**src/rtl/mul_seq_if.sv**
```systemverilog
// Operand/result bundle for the sequential sign-magnitude multiplier.
// MUL_SEQ_OVF_EN adds the o_OV overflow flag.
interface mul_seq_if #(parameter int WIDTH = 3);
  logic               i_start;
  logic [WIDTH-1:0]   i_A;
  logic [WIDTH-1:0]   i_B;
  logic               o_busy;
  logic               o_done;
  logic [2*WIDTH-2:0] o_res;
  logic               o_Z;
`ifdef MUL_SEQ_OVF_EN
  logic               o_OV;

  modport master (output i_start, i_A, i_B, input o_busy, o_done, o_res, o_Z, o_OV);
  modport slave  (input i_start, i_A, i_B, output o_busy, o_done, o_res, o_Z, o_OV);
`else
  modport master (output i_start, i_A, i_B, input o_busy, o_done, o_res, o_Z);
  modport slave  (input i_start, i_A, i_B, output o_busy, o_done, o_res, o_Z);
`endif
endinterface

```
**src/rtl/mul_seq.sv**
```systemverilog
// Shift-and-add sign-magnitude multiplier, one multiplier bit per clock; done M cycles after start.
// Optional overflow flag o_OV under macro MUL_SEQ_OVF_EN.
module mul_seq #(
  parameter int WIDTH = 3
) (
  input  logic     i_clk,
  input  logic     i_rst,
  mul_seq_if.slave bus
);
  localparam int M  = WIDTH - 1;
  localparam int CW = $clog2(M + 1);
  localparam logic [CW-1:0] LAST = CW'(M - 1);

  typedef enum logic {IDLE, RUN} state_t;

  state_t          state, state_nxt;
  logic [2*M-1:0]  acc, mcand, acc_sum;
  logic [M-1:0]    mplier;
  logic [CW-1:0]   count;
  logic            sgn;
  logic            accept, last;
  logic            done_q, z_q;
  logic [2*M:0]    res_q;
`ifdef MUL_SEQ_OVF_EN
  logic            ov_q;
`endif

  always_ff @(posedge i_clk) begin
    if (i_rst) state <= IDLE;
    else       state <= state_nxt;
  end

  always_comb begin
    state_nxt = state;
    accept    = 1'b0;
    last      = 1'b0;
    acc_sum   = acc + (mplier[0] ? mcand : '0);
    case (state)
      IDLE: if (bus.i_start) begin
        accept    = 1'b1;
        state_nxt = RUN;
      end
      RUN: if (count == LAST) begin
        last      = 1'b1;
        state_nxt = IDLE;
      end
      default: state_nxt = IDLE;
    endcase
  end

  always_ff @(posedge i_clk) begin
    if (i_rst) begin
      acc    <= '0;
      mcand  <= '0;
      mplier <= '0;
      count  <= '0;
      sgn    <= 1'b0;
      done_q <= 1'b0;
      z_q    <= 1'b0;
      res_q  <= '0;
`ifdef MUL_SEQ_OVF_EN
      ov_q   <= 1'b0;
`endif
    end else begin
      done_q <= 1'b0;
      if (accept) begin
        mcand  <= {{M{1'b0}}, bus.i_A[M-1:0]};
        mplier <= bus.i_B[M-1:0];
        sgn    <= bus.i_A[WIDTH-1] ^ bus.i_B[WIDTH-1];
        acc    <= '0;
        count  <= '0;
      end else if (state == RUN) begin
        acc    <= acc_sum;
        mcand  <= mcand << 1;
        mplier <= mplier >> 1;
        count  <= count + CW'(1);
        if (last) begin
          // A zero magnitude always reports a positive sign.
          res_q  <= {sgn & (acc_sum != '0), acc_sum};
          z_q    <= (acc_sum == '0);
          done_q <= 1'b1;
`ifdef MUL_SEQ_OVF_EN
          ov_q   <= |acc_sum[2*M-1:M];
`endif
        end
      end
    end
  end

  assign bus.o_busy = (state == RUN);
  assign bus.o_done = done_q;
  assign bus.o_res  = res_q;
  assign bus.o_Z    = z_q;
`ifdef MUL_SEQ_OVF_EN
  assign bus.o_OV   = ov_q;
`endif

endmodule

```
**src/flat_wrapper.sv**
```systemverilog
// flat-port wrapper written by rule: the top's interface ports become plain ports
module mul_seq_flat 
#(
  parameter int WIDTH = 3
)
  (i_clk, i_rst, bus_i_start, bus_i_A, bus_i_B, bus_o_busy, bus_o_done, bus_o_res, bus_o_Z);
  mul_seq_if #(.WIDTH(WIDTH)) bus_i ();
  input  logic i_clk;
  input  logic i_rst;
  input wire logic [$bits(bus_i.i_start)-1:0] bus_i_start;
  input wire logic [$bits(bus_i.i_A)-1:0] bus_i_A;
  input wire logic [$bits(bus_i.i_B)-1:0] bus_i_B;
  output wire logic [$bits(bus_i.o_busy)-1:0] bus_o_busy;
  output wire logic [$bits(bus_i.o_done)-1:0] bus_o_done;
  output wire logic [$bits(bus_i.o_res)-1:0] bus_o_res;
  output wire logic [$bits(bus_i.o_Z)-1:0] bus_o_Z;
  assign bus_i.i_start = bus_i_start;
  assign bus_i.i_A = bus_i_A;
  assign bus_i.i_B = bus_i_B;
  assign bus_o_busy = bus_i.o_busy;
  assign bus_o_done = bus_i.o_done;
  assign bus_o_res = bus_i.o_res;
  assign bus_o_Z = bus_i.o_Z;
  mul_seq #(.WIDTH(WIDTH)) u_core (.i_clk(i_clk), .i_rst(i_rst), .bus(bus_i));
endmodule
```
**config.mk**
```make
export PLATFORM = sky130hd
export DESIGN_NAME = mul_seq_flat
export DESIGN_NICKNAME = d
export VERILOG_FILES = /design/src/rtl/mul_seq_if.sv /design/src/rtl/mul_seq.sv /design/src/flat_wrapper.sv
export SDC_FILE = /design/constraint.sdc
export NUM_CORES = 1
export LEC_CHECK = 0
export BUFFER_PORTS_ARGS = -buffer_cell sky130_fd_sc_hd__buf_2
export CORE_MARGIN = 2
export CORE_UTILIZATION = 50
export CTS_CLUSTER_DIAMETER = 60
export DETAILED_ROUTE_END_ITERATION = 7
export PLACE_DENSITY = 0.72
export SLEW_MARGIN = 25
export SYNTH_ARGS = -nofsm -noshare
export SYNTH_HDL_FRONTEND = slang
export SYNTH_SLANG_ARGS = --single-unit
```
**constraint.sdc**
```tcl
create_clock -name i_clk -period 2.6 [get_ports i_clk]
set_input_delay 0.26 -clock i_clk [delete_from_list [all_inputs] [get_ports i_clk]]
set_output_delay 0.26 -clock i_clk [all_outputs]
set_load 0.01 [all_outputs]
```
After elaboration in Yosys (flattened, before gate mapping). Cells that the tools add are included.

Register bits: 21. Latch bits: 0. Memory bits (writable): 0. ROM bits: 0. Input port bits: 9. Output and inout bits: 8. Word-level logic and storage cells: 35. Memories kept: 0.

Add/sub/neg operators: 2. $mul: 0. Div/mod/pow operators: 0. $lt $le $gt $ge: 0. Equality and inequality tests: 1. Shifts and indexed selects: 0. Muxes and demuxes: 12. Bitwise gates (word level): 4. Reduce and logical (&&, ||, !) cells: 6.

Operators by type and width (count): 2-bit 2-to-1 mux (4); 1-bit 2-to-1 mux (6); 4-bit adder (1); 4-bit logical NOT (1); 4-bit 2-to-1 mux (1); 4-bit nonzero test (1); 3-bit AND reduction (1); 3-bit OR reduction (1); 2-bit by 1-bit adder with 2-bit output, second input constant (1); 2-bit by 1-bit == test with 1-bit output, second input constant (1); 1-bit inverter (2); 1-bit case mux with 2 select lines (1); 2-bit nonzero test (1); 2-bit OR reduction (1); 1-bit bitwise AND (1); 1-bit bitwise XOR (1).

Depth between registers and ports, before layout. Gate-level depths: netlist of the first run.

Depth after elaboration: 4. Gate-level depth with buffers: 8. Depth with buffers taken out: 8.

Least setup slack after synthesis of the first run. Ideal clock, no wire load.

Kind: register to register. From: register u_core.mplier[0]. To: register u_core.res_q[4] (netlist: u_core.bus.o_res[4]). Library setup time: 0.130 ns. Arrival time: 1.655 ns. Required time: 2.470 ns. Slack: 0.815 ns. Stages on the path, launching flop included: 9. Path buffers: 0. Period minus slack after synthesis: 1.785 ns. Cells stage by stage: dfxtp_1 and2_1 ha_1 inv_1 fa_1 xor2_1 nand3b_1 a31oi_1 o21ai_0.

Longest elaborated chain between the ends: 4.

RTL lines: start: declaration (RTL line mul_seq.sv:18) `logic [M-1:0] mplier;`; start signal: assignment (RTL line mul_seq.sv:68) `mplier <= bus.i_B[M-1:0];`; start signal: assignment (RTL line mul_seq.sv:75) `mplier <= mplier >> 1;`; 4-bit 2-to-1 mux (RTL line mul_seq.sv:37) `acc_sum = acc + (mplier[0] ? mcand : '0);`; 4-bit adder (RTL line mul_seq.sv:37); 4-bit nonzero test (RTL line mul_seq.sv:79) `res_q <= {sgn & (acc_sum != '0), acc_sum};`; 1-bit bitwise AND (RTL line mul_seq.sv:79); end signal: assignment (RTL line mul_seq.sv:79); end: declaration (RTL line mul_seq.sv:23) `logic [2*M:0] res_q;`.

No other way between the ends. A chain may end at the register's enable or synchronous reset.

Worst setup path in the final report of the first run. Ends and elaborated chain as after synthesis.

==> results of run 1 <==
[registers in the layout (all words and copies together) (netlist names)]
| signal | cells |
|---|---|
| u_core.bus.o_Z | 1 |
| u_core.sgn | 1 |
| u_core.bus.o_busy | 1 |
| u_core.count | 2 |
| u_core.mplier | 2 |
| u_core.acc | 4 |
| u_core.bus.o_res | 5 |
| u_core.mcand | 4 |
| u_core.bus.o_done | 1 |
[cell usage after synthesis]
library cell / n
mux2i_1: 4
and2_1: 3
fa_1: 1
or4b_1: 1
xor2_1: 3
nand2b_1: 2
buf_2: 1
buf_4: 3
nand2_1: 6
nand3b_1: 1
a21o_1: 1
a211oi_1: 2
o31a_1: 2
nand2_2: 1
and3_1: 1
ha_1: 4
a31oi_1: 1
or2b_1: 2
nor3b_1: 4
a21oi_1: 11
a21oi_2: 1
o21ai_1: 1
nor2_1: 16
inv_1: 8
o21ai_0: 2
xnor2_1: 1
a32o_1: 1
nor3_1: 4
dfxtp_1: 21
buf_1: 1
[per-layer routing]
layer | track usage | wire [um] | up-vias
met5 | 0 | 0 | -
li1 | - | - | 400
met4 | 0.0649 | 27 | 0
met2 | 0.267 | 764 | 13
met1 | 0.212 | 799 | 349
met3 | 0.0340 | 50 | 4
[area by class of cell]
cell class,instances,area (sq um)
repair buffers,16,80.1
flip-flops and latches,21,420
multi-input cells,76,489
clock buffers,4,26.3
well taps,25,31.3
inverters,8,30.0
fillers,163,706
[cells by family after synthesis]
group | Yosys count | share of synthesized area
xor+xnor | 4 | 0.0361
fa+ha+maj | 5 | 0.0722
simple gates | 41 | 0.215
flops | 21 | 0.433
compound gates | 22 | 0.139
buf+inv | 13 | 0.0631
mux | 4 | 0.0412
[final timing paths]
path,start,slack [ps],to
setup / recovery,u_core.mplier[0]$_SDFFE_PP0P_,660,u_core.bus.o_res[4]$_SDFFE_PP0P_
hold / removal,bus_i_B[1],250,u_core.mplier[1]$_SDFFE_PP0P_
setup reg to reg,u_core.mplier[0]$_SDFFE_PP0P_,660,u_core.bus.o_res[4]$_SDFFE_PP0P_
hold reg to reg,u_core.bus.o_res[0]$_SDFFE_PP0P_,470,u_core.bus.o_res[0]$_SDFFE_PP0P_
[worst register-to-register path, delay by kind of cell (launching register included)]
| family | cells | cell delay, ps |
|---|---|---|
| flops | 1 | 390 |
| buf+inv | 1 | 60 |
| compound gates | 2 | 250 |
| xor+xnor | 1 | 240 |
| fa+ha+maj | 2 | 590 |
| simple gates | 2 | 280 |
[power by group through the flow]
stage	sequential, mW	clock, mW	combinational, mW
after detailed placement	0.355	0	0.0498
after global placement	0.354	0	0.0487
after CTS	0.347	0.160	0.0501
after floorplan	0.348	0	0.0425
final	0.347	0.153	0.0495
after global routing	0.350	0.174	0.0564
[stage by stage]
stage                     setup slack, ps  hold WS [ps]  std cells  power, mW
after CTS                             642           260        150      0.557
after floorplan                       815           432        110      0.391
after detailed placement              678           455        146      0.405
after global placement                742           441        146      0.403
final                                 662           255        150      0.549
after global routing                  484           288        150      0.581
[placed cells by master, fill, tap and decap left out, drive strengths merged]
| cell type | synthesis | layout |
|---|---|---|
| a21o | 1 | 1 |
| xnor2 | 1 | 1 |
| or4b | 1 | 1 |
| nand2b | 2 | 2 |
| ha | 4 | 4 |
| mux2i | 4 | 4 |
| a21oi | 12 | 12 |
| o21ai | 3 | 3 |
| nor3 | 4 | 4 |
| o31a | 2 | 2 |
| nor3b | 4 | 4 |
| and2 | 3 | 3 |
| buf | 5 | 16 |
| a32o | 1 | 1 |
| a31oi | 1 | 1 |
| nor2 | 16 | 16 |
| dfxtp | 21 | 21 |
| a211oi | 2 | 2 |
| inv | 8 | 8 |
| clkbuf | 0 | 4 |
| or2b | 2 | 2 |
| fa | 1 | 1 |
| nand3b | 1 | 1 |
| and3 | 1 | 1 |
| xor2 | 3 | 3 |
| nand2 | 7 | 7 |
==> results by group, run 1 <==
Power
  • Switching Fraction: 0.245
  • Internal power: ~0.41 mW
  • VDD IR max: roughly 0.36 mV
  • Psw: approximately 0.13 mW
  • Leakage: between 0.4 and 0.5 nW
  • Pwr Density: slightly above 500 nW/um^2
  • Combinational share of power: 0.090
  • Flop pwr share: 0.632
  • Clock network fraction of total power: 0.278

Logic synthesis
  • Largest cells by area after synthesis: dfxtp_1, nor2_1, a21oi_1
  • Number of cells produced by synthesis: 110
  • Yosys cell types: 30
  • Syn Area/Cell: approximately 8.8 sq um
  • Cell Area, Synth: around 1000 sq um
  • Share of the synthesized area in the top cell type: 0.433
  • YS warnings: 0
  • Register area share after synthesis: 0.433
  • Yosys reg bits: 21
  • Synthesized net count: 124
  • Synth area leader: dfxtp_1

STA
  • Worst slew pin tran: 785 ps
  • Final Max Tran Viols: 0
  • Final worst-path cycle share: 0.746
  • Final min period: 1940 ps
  • Final setup violation count: 0
  • Slew headroom: 0.476
  • Skew final: 5.16 ps
  • Final Hold Fails: 0
  • Highest Clock Rate: approximately 0.52 GHz
  • Unrepaired setup endpoints after global routing: no
  • Final setup TNS: 0 ps

Cells and area
  • Layout area overhead: 11.0%
  • Share of cells above drive strength 1: 0.168
  • Nets: 140
  • Final Core Density: 0.604
  • Final instance area: between 1000 and 1500 sq um
  • ANT cells: 0

CTS
  • Worst-path clk slew: between 100 and 150 ps
  • Worst skew pair latency: approximately 290 ps
  • Clock Tree Buf Depth: 2
  • CTS tree: yes
  • TritonCTS Sinks: 21
  • H-tree levels: 1
  • Num CTS Buffers: 3
  • Root Buffer: clkbuf_4
  • Postcts setup bufs: 0
  • CTS Hold Bufs: 0
  • PostCTS Resize Cnt: 0

Run
  • Max-Cap Viols: 0

GRT
  • GRT overflow: 0
  • Total GRT Usage: 0.164
  • First-pass GRT wire length: 2660 um
  • Initial antenna violation count: 0
  • Vias in the first global route: ~620
  • Largest net degree at the start of global routing: 28

Die
  • Die area: around 2300 sq um
  • Row count: 15
  • Effective utilization at floorplan: 0.545
  • Die height: about 48 um
  • CORE AREA: about 1800 sq um
  • Die width: a little under 50 um
  • I/O pins: 17

Placement
  • DP Area: 1050 sq um
  • Hpwl dp: roughly 1200 um
  • Routability cong.: around 0.73
  • PortBufs: 16

Detailed routing
  • First-pass DRT Iterations: 3
  • Post-route DRC violation count: 0
  • Vias per cell: slightly above 5
  • DR vias: approximately 770
  • Final WL: 1640 um
  • Antenna-violating nets left: 0
  • WL/cell: approximately 11 um
  • 1st-iter DRT viols: 8

Critical path
  • CP Class: register to register
  • Critical path's largest stage delay: roughly 430 ps
  • Worst-path maximum fanout: 5
  • Critical Path Sink Type: register
  • R2R depth: 8
  • Critical path depth: 8
  • Startpoint Class: register
  • Worst path required time: ~2800 ps
  • Worst Path Buf+Inv: 1
  • Kind of cell adding the most delay to the critical path: adder cells
  • CP Cell Sequence: and2_1 -> ha_1 -> inv_1 -> fa_1 -> xor2_1 -> nand3b_1 -> a31oi_1 -> o21ai_0
  • Critical path's slowest cell: fa_1
  • Worst Path Arrival: 2110 ps

Min path
  • Class of the worst hold path: input port to register
  • Hold Path Stages: 3

Status
  • Status: completed
No activity file was read; power rests on OpenSTA's default activity.
==> run 2: changes to the inputs <==
Clock period 2.6 ns to 2 ns, I/O delays scaled along.
==> run 2 against run 1 <==
  * Sequential power grew 29%
  * Global-route usage grew 1.8 points
  * Clock-buffer cell count unchanged
  * Critical path depth is the same
  * Flip-flop and latch count unchanged
==> results by group, run 2 (synthesis gave the netlist of run 1 again) <==
GRT
  • Initial antenna violation count: 0
  • Largest net degree at the start of global routing: 21
  • GRT overflow: 0
  • Total GRT Usage: 0.182
  • Vias in the first global route: about 700
  • First-pass GRT wire length: 2880 um

Critical path
  • CP Class: register to register
  • Worst-path maximum fanout: 5
  • Worst Path Arrival: 2040 ps
  • Critical Path Sink Type: register
  • Worst path required time: ~2200 ps
  • Startpoint Class: register

CTS
  • CTS tree: yes
  • CTS Hold Bufs: 0
  • Worst-path clk slew: about 110 ps
  • Clock Tree Buf Depth: 2
  • TritonCTS Sinks: 21
  • Num CTS Buffers: 3
  • H-tree levels: 1
  • Root Buffer: clkbuf_4
  • Worst skew pair latency: around 300 ps

STA
  • Final Hold Fails: 0
  • Final setup violation count: 0
  • Slew headroom: 0.718
  • Skew final: between 3 and 4 ps
  • Highest Clock Rate: 0.538 GHz
  • Final min period: roughly 1900 ps
  • Final worst-path cycle share: 0.929
  • Worst slew pin tran: ~420 ps
  • Final Max Tran Viols: 0
  • Final setup margin: between 100 and 150 ps

Die
  • Die width: about 48 um
  • Effective utilization at floorplan: 0.545
  • CORE AREA: approximately 1800 sq um
  • Row count: 15
  • I/O pins: 17
  • Die area: between 2000 and 2500 sq um
  • Die height: 48.1 um

Cells and area
  • Nets: 142
  • Share of cells above drive strength 1: 0.205
  • Layout area overhead: 13.5%
  • Fin cells: approximately 150
  • Most frequent cells in the layout: dfxtp_1, nor2_1, buf_2, a21oi_1, inv_1
  • Final instance area: 1100 sq um
  • ANT cells: 0
  • Final Core Density: 0.618
  • Max FFs per register: 5
  • Commonest non-fill, non-tap cell in the layout: dfxtp_1

Power
  • Pwr Density: between 600 and 700 nW/um^2
  • Psw: approximately 0.18 mW
  • Combinational share of power: 0.101
  • Internal power: 0.542 mW
  • Total Power: roughly 0.72 mW
  • Flop pwr share: 0.619
  • Clock network fraction of total power: 0.279
  • VDD IR max: approximately 0.51 mV
  • Leakage: slightly below 0.5 nW
  • Switching Fraction: 0.249

Placement
  • Placement Setup Slack: ~63 ps
  • PortBufs: 16
  • Hpwl dp: around 1300 um
  • DP Area: roughly 1100 sq um
  • Dpl cells: approximately 150
  • Routability cong.: between 0.7 and 0.8

Min path
  • Class of the worst hold path: input port to register

Status
  • Status: completed

Detailed routing
  • Vias per cell: 5.09
  • Post-route DRC violation count: 0
  • WL/cell: between 10 and 15 um
  • First-pass DRT Iterations: 4
  • Final WL: 1760 um
  • Antenna-violating nets left: 0
  • DR vias: 773
  • 1st-iter DRT viols: 16

Run
  • Max-Cap Viols: 0
==> run 2: worst max-delay path: stages, from the launching register on <==
cell      delay, ps
dfxtp_2         370
and2_1          130
ha_1            160
inv_1            60
fa_1            460
xor2_2          190
nand3b_1        120
a31oi_1         160
o21ai_0          90
==> run 2: metal layers <==
| layer | track usage | up-vias | share of wire | routed length, um |
|---|---|---|---|---|
| li1 | - | 404 | - | - |
| met1 | 0.218 | 348 | 0.45 | 794 |
| met5 | 0 | - | 0 | 0 |
| met3 | 0.0453 | 4 | 0.036 | 64 |
| met2 | 0.307 | 17 | 0.50 | 872 |
| met4 | 0.0811 | 0 | 0.014 | 25 |
==> run 2: power by group through the flow <==
stage / Clock (mW) / Sequential, mW / Combinational, mW
after floorplan: 0 / 0.453 / 0.0553
after global placement: 0 / 0.455 / 0.0711
after detailed placement: 0 / 0.457 / 0.0736
after CTS: 0.208 / 0.447 / 0.0740
after global routing: 0.223 / 0.450 / 0.0832
final: 0.201 / 0.447 / 0.0731
==> run 2: through the flow <==
stage / setup TNS (ps) / hold WS, ps
after floorplan: 0 / 372
after global placement: 0 / 441
after detailed placement: 0 / 447
after CTS: 0 / 199
after global routing: -7.61 / 208
final: 0 / 188
==> run 2: worst paths after layout <==
path | cells past startpoint | startpoint | to | slack [ps]
min reg2reg | 2 | u_core.bus.o_res[0]$_SDFFE_PP0P_ | u_core.bus.o_res[0]$_SDFFE_PP0P_ | 460
max reg2reg | 8 | u_core.mplier[0]$_SDFFE_PP0P_ | u_core.bus.o_res[4]$_SDFFE_PP0P_ | 140
min | 3 | bus_i_B[1] | u_core.mplier[1]$_SDFFE_PP0P_ | 190
max | 8 | u_core.mplier[0]$_SDFFE_PP0P_ | u_core.bus.o_res[4]$_SDFFE_PP0P_ | 140
==> run 2: timing repair <==
item / CTS / global route
endpoints found under the setup margin: 0 / 2
gates resized for setup: 0 / 3
setup buffers: 0 / 1
==> run 2: cell type report <==
class	instances	area (sq um)
clock buffer	4	26.3
fill	166	681
inverter	8	30.0
multi-input combinational	76	497
sequential	21	423
tap	25	31.3
timing repair buffer	18	95.1
